### src/rtl/shift_reg_burst.sv
// shift_reg_burst: WIDTH-bit load/shift register with four shift modes and an autonomous multi-step burst engine
module shift_reg_burst #(
  parameter int WIDTH = 8,
  parameter int CNT_W = 4
) (
  input  logic             clk,
  input  logic             areset,
  input  logic             load,
  input  logic [WIDTH-1:0] in,
  input  logic             ena,
  input  logic [1:0]       mode,
  input  logic             ser_in,
  input  logic             start,
  input  logic [CNT_W-1:0] amount,
  output logic [WIDTH-1:0] Q,
  output logic             ser_out,
  output logic             busy,
  output logic             done
);
  typedef enum logic [1:0] {IDLE = 2'd0, SHIFT = 2'd1, DONE = 2'd2} state_t;
  state_t state, state_nx;
  logic [CNT_W-1:0] count, count_nx;
  logic [1:0] mode_q, step_mode;
  logic stepping, go;
  logic [WIDTH-1:0] q_step;
  logic so_step;
  assign step_mode = state == SHIFT ? mode_q : mode;
  assign stepping = !load && (state == SHIFT || (state == IDLE && !start && ena));
  assign go = !load && state == IDLE && start && amount != '0;
  always_comb begin
    q_step = step_mode == 2'b00 ? {ser_in, Q[WIDTH-1:1]} :
             step_mode == 2'b01 ? {Q[WIDTH-2:0], ser_in} :
             step_mode == 2'b10 ? {Q[0], Q[WIDTH-1:1]} :
                                  {Q[WIDTH-1], Q[WIDTH-1:1]};
    so_step = step_mode == 2'b01 ? Q[WIDTH-1] : Q[0];
  end
  always_ff @(posedge clk or posedge areset) begin
    if (areset) begin
      state  <= IDLE;
      count  <= '0;
      mode_q <= 2'b00;
    end else begin
      state  <= state_nx;
      count  <= count_nx;
      mode_q <= go ? mode : mode_q;
    end
  end
  // load wins over everything and silently aborts a burst
  always_comb begin
    state_nx = state;
    count_nx = count;
    if (load) begin
      state_nx = IDLE;
      count_nx = '0;
    end else if (state == IDLE) begin
      state_nx = start ? (amount == '0 ? DONE : SHIFT) : IDLE;
      count_nx = start ? amount : count;
    end else if (state == SHIFT) begin
      state_nx = count == CNT_W'(1) ? DONE : SHIFT;
      count_nx = count - 1'b1;
    end else begin
      state_nx = IDLE;
    end
  end
  always_comb begin
    busy = state == SHIFT;
    done = state == DONE;
  end
  always_ff @(posedge clk or posedge areset) begin
    if (areset) begin
      Q       <= '0;
      ser_out <= 1'b0;
    end else if (load) begin
      Q <= in;
    end else if (stepping) begin
      Q       <= q_step;
      ser_out <= so_step;
    end
  end
endmodule

### config.mk
export PLATFORM = sky130hd
export DESIGN_NAME = shift_reg_burst
export DESIGN_NICKNAME = d
export VERILOG_FILES = /design/src/rtl/shift_reg_burst.sv
export SDC_FILE = /design/constraint.sdc
export NUM_CORES = 1
export LEC_CHECK = 0
export BUFFER_PORTS_ARGS = -buffer_cell sky130_fd_sc_hd__buf_2
export CORE_ASPECT_RATIO = 0.9
export CORE_MARGIN = 1.5
export CORE_UTILIZATION = 46
export CTS_CLUSTER_DIAMETER = 150
export CTS_CLUSTER_SIZE = 10
export DETAILED_ROUTE_END_ITERATION = 6
export HOLD_SLACK_MARGIN = 0.12
export PLACE_DENSITY = 0.76
export SLEW_MARGIN = 20
export SYNTH_ARGS = -nofsm -noshare
export SYNTH_HDL_FRONTEND = slang
export SYNTH_SLANG_ARGS = --single-unit
### constraint.sdc
create_clock -name clk -period 1.7 [get_ports clk]
set_input_delay 0.085 -clock clk [delete_from_list [all_inputs] [get_ports clk]]
set_output_delay 0.085 -clock clk [all_outputs]
set_load 0.01 [all_outputs]
==> results.py <==
metrics = {
    "status": {
        "status": "finished, final reports clean",
    },
    "drt": {
        "first_iter_violations": 15,
        "ant_nets": 0,
        "route.detailed.drc": 0,
        "via_per_inst": 5.446,
        "wirelength_um": 2816,
        "via_count": 1013,
        "wire_per_inst_um": 15.14,
        "dr.pass1.iters": 4,
    },
    "final_layout": {
        "seq_area_um2": 425.4,
        "antenna_cells": 0,
        "post-route-util_pct": 66.31,
        "post_route_cells_drive_above_1_share_pct": 32.08,
        "nFillCells": 183,
        "nets": 183,
        "syn_to_final_growth_pct": 35.86,
        "multi_input_comb_area_um2": 638.1,
    },
    "sta": {
        "max_freq_mhz": 607.0,
        "holdWs_ns": 0.1372,
        "min_period_ns": 1.648,
        "drv_slew": 0,
        "finalHoldViolCount": 0,
        "finalCritPeriodShare_pct": 96.91,
        "timing.slew.headroom_pct": 53.89,
        "fin_skew_ns": 0.004876,
        "setup-violations-final": 0,
        "worst_pin_slew_ns": 0.6909,
    },
    "synthesis": {
        "synth_compound_area_share_pct": 24.33,
        "synth_fa_ha_area_share_pct": 3.492,
        "ys_ff_latch": 17,
        "synth-edff-count": 0,
        "ys.flop_type": "dfrtp_1",
        "synth_largest_area_cell": "dfrtp_1",
        "yosysMostFrequentCell": "dfrtp_1",
        "synth_fp_nets": 134,
        "netlist.area_leader.share_pct": 39.58,
        "synth_cell_types": 32,
        "synth_area_per_cell_um2": 9.683,
        "synth-seq-area-share_pct": 39.58,
        "synth-async-reset-ratio_pct": 100.0,
        "synthXorXnorAreaFrac_pct": 0,
        "synth_top_family_by_area": "compound AO/OA/AOI/OAI gates",
        "ys.warnings.count": 0,
        "synth_area_um2": 1075,
        "yosys-top-cells-area": "dfrtp_1 (40%), mux2i_1 (10%), a22oi_1 (5.6%)",
        "ys_top_cells_by_count": "dfrtp_1 (17), mux2i_1 (11), nor2_1 (10), a22oi_1 (8), o21ai_1 (7)",
        "yosys.area_share.simple_pct": 17.00,
        "synth_cells": 111,
        "muxShareOfSynthArea_pct": 11.29,
    },
    "worst_setup_path": {
        "r2r-end": "Q[7]",
        "critPathKind": "in -> reg",
        "r2r_start": "state[1]",
        "cp_slowest_stage_delay_ns": 0.58,
        "r2r_cells": 9,
        "path_cells": "dlygate4sd3_1 -> buf_2 -> or4_1 -> nand3_2 -> mux2_2",
        "crit_fanout": 4,
        "crit_buf_inv": 2,
        "required_ns": 1.89,
        "r2r_setup_slack_ns": 0.06,
        "cp.arrival_ns": 1.84,
        "crit_slowest_cell": "or4_1",
        "end_kind": "register",
        "startpoint_type": "input pin",
        "critical-path-top-delay-family": "simple AND/OR/NAND/NOR gates",
    },
    "worst_hold_path": {
        "hold_depth": 3,
        "worstHoldEndpoint": "count[1]",
        "worstHoldPathType": "in -> reg",
        "worstHoldStart": "amount[1]",
    },
    "power": {
        "vdd_ir_drop_max_uv": 669.5,
        "p_per_area_nw_per_um2": 931.9,
        "clockPowerShare_pct": 16.5,
        "p_sw_mw": 0.5078,
        "swShare_pct": 37.32,
        "internal-power_mw": 0.8528,
        "power_mw": 1.361,
        "p_seq_share_pct": 42.0,
        "p_leak_nw": 0.6971,
        "comb_power_share_pct": 41.5,
    },
    "global_route": {
        "antenna_found_initial": 0,
        "grt_pass1_vias": 1039,
        "grtUsageTotal_pct": 23.99,
        "grt_pass1_wl_um": 4636,
        "grt_start_max_net_pins": 24,
        "gr-total-overflow": 0,
    },
    "placed_design": {
        "dp_hpwl_um": 1803,
        "gp_congestion": 0.7536,
        "placement.io_buffers": 30,
    },
    "clocking": {
        "clkLatencyLatePin_ns": 0.29,
        "clk_path_buf_depth": 2,
        "numCtsBuffers": 3,
        "cts_sinks": 17,
        "clk_pin_slew_worst_paths_ns": 0.10,
        "cts-root-buf": "clkbuf_4",
        "cts_tree": "built",
        "cts-htree-levels": 1,
    },
    "floorplan": {
        "die-area_um2": 2636,
        "core-area_um2": 2202,
        "die_w_um": 53.95,
        "initial_core_util_pct": 48.81,
        "ioPinCount": 31,
        "num_rows": 16,
        "chipHeight_um": 48.86,
    },
    "run": {
        "timing.max_cap.violations": 0,
    },
}
==> cell usage in the layout, fill, tap and decap left out <==
cell type | netlist | layout
ha_4 | 0 | 1
dlygate4sd3_1 | 0 | 12
mux2_2 | 1 | 1
inv_4 | 0 | 1
a21oi_2 | 0 | 1
nor3b_1 | 3 | 3
or4_1 | 1 | 1
a211oi_4 | 1 | 1
nand2b_4 | 1 | 1
and2_1 | 1 | 1
buf_2 | 1 | 30
nor2_1 | 10 | 10
o21ai_0 | 5 | 5
inv_1 | 4 | 4
a22oi_1 | 8 | 8
clkbuf_1 | 0 | 1
a31oi_4 | 1 | 1
a221oi_2 | 0 | 1
dfrtp_1 | 17 | 17
nor2b_4 | 0 | 1
buf_4 | 1 | 6
o21ba_2 | 1 | 1
o21ai_1 | 7 | 7
and4bb_1 | 1 | 1
a2bb2oi_1 | 1 | 1
nor2b_1 | 4 | 3
ha_1 | 3 | 2
o41ai_1 | 1 | 1
nand3_2 | 0 | 1
clkbuf_4 | 0 | 3
o21ai_2 | 1 | 1
mux2i_1 | 11 | 11
a21oi_1 | 5 | 4
nor3_1 | 6 | 6
nand2_1 | 6 | 6
o31ai_1 | 4 | 4
==> routing by layer <==
layer / track usage [%] / vias to the layer above / wire, µm
li1: - / 504 / -
met1: 30.52 / 481 / 1282
met2: 38.82 / 23 / 1382
met3: 7.362 / 5 / 130
met4: 6.410 / 0 / 21
met5: 0 / - / 0
==> power by group through the flow <==
| stage | clock network, mW | logic (mW) | registers (mW) |
|---|---|---|---|
| floorplan | 0 | 0.327 | 0.578 |
| global placement | 0 | 0.474 | 0.571 |
| detailed placement | 0 | 0.491 | 0.573 |
| CTS | 0.232 | 0.531 | 0.567 |
| global route | 0.255 | 0.620 | 0.583 |
| finish | 0.224 | 0.565 | 0.572 |
==> area by class of cell <==
class,count,share of cell area (%)
multi-input cells,85,43.70
flip-flops and latches,17,29.13
repair buffers,48,21.59
well taps,27,2.314
clock buffers,4,1.799
inverters,5,1.457
==> per-stage QoR <==
stage,setup TNS (ns),cells,area (µm²),setup slack [ns]
2_1_floorplan,0,111,1077,0.007023
3_3_place_gp,0,168,1264,0.08851
3_5_place_dp,0,168,1264,0.01522
4_1_cts,0,185,1430,0.01536
5_1_grt,-0.04521,186,1460,-0.04255
6_report,0,186,1460,0.05249
==> kinds of logic (layout without fill, tap and decap cells) <==
| kind of cell | Yosys count | count (layout) |
|---|---|---|
| buffers and inverters | 9 | 57 |
| muxes | 12 | 12 |
| and+or+nand+nor | 34 | 34 |
| AOI/OAI and AO/OA | 36 | 36 |
| DFF | 17 | 17 |
| adders and majority gates | 3 | 3 |
==> worst max-delay path by stage <==
stage                      to       from  slack [ns]  depth (start not counted)
floorplan                Q[7]   state[1]       0.007                          9
global placement         Q[7]   state[1]        0.09                          8
detailed placement       Q[7]   state[1]        0.02                          8
CTS                 mode_q[0]  amount[2]        0.02                          5
global route             Q[7]   state[1]       -0.04                          9
finish              mode_q[0]  amount[2]        0.05                          5
==> flip-flops by register name, indices dropped and copies added (netlist names) <==
| name | count |
|---|---|
| Q | 8 |
| count | 4 |
| mode_q | 2 |
| ser_out | 1 |
| state | 2 |
==> timing repair <==
item | CTS | global route
hold buffers | 12 | 0
setup buffers | 1 | 1
resized for setup | 3 | 4
setup endpoints to repair | 1 | 2
endpoints found under the hold margin | 27 | 0
pin swaps | 3 | 4
==> worst reg2reg max path: cells and delay by family, from the launching register on <==
| kind | cells | cell delay, ns |
|---|---|---|
| simple gates | 3 | 0.28 |
| buf+inv | 1 | 0.09 |
| flops | 1 | 0.39 |
| mux | 2 | 0.35 |
| fa+ha+maj | 1 | 0.17 |
| compound gates | 2 | 0.25 |
Note: power is estimated with default switching activity, not from simulation.
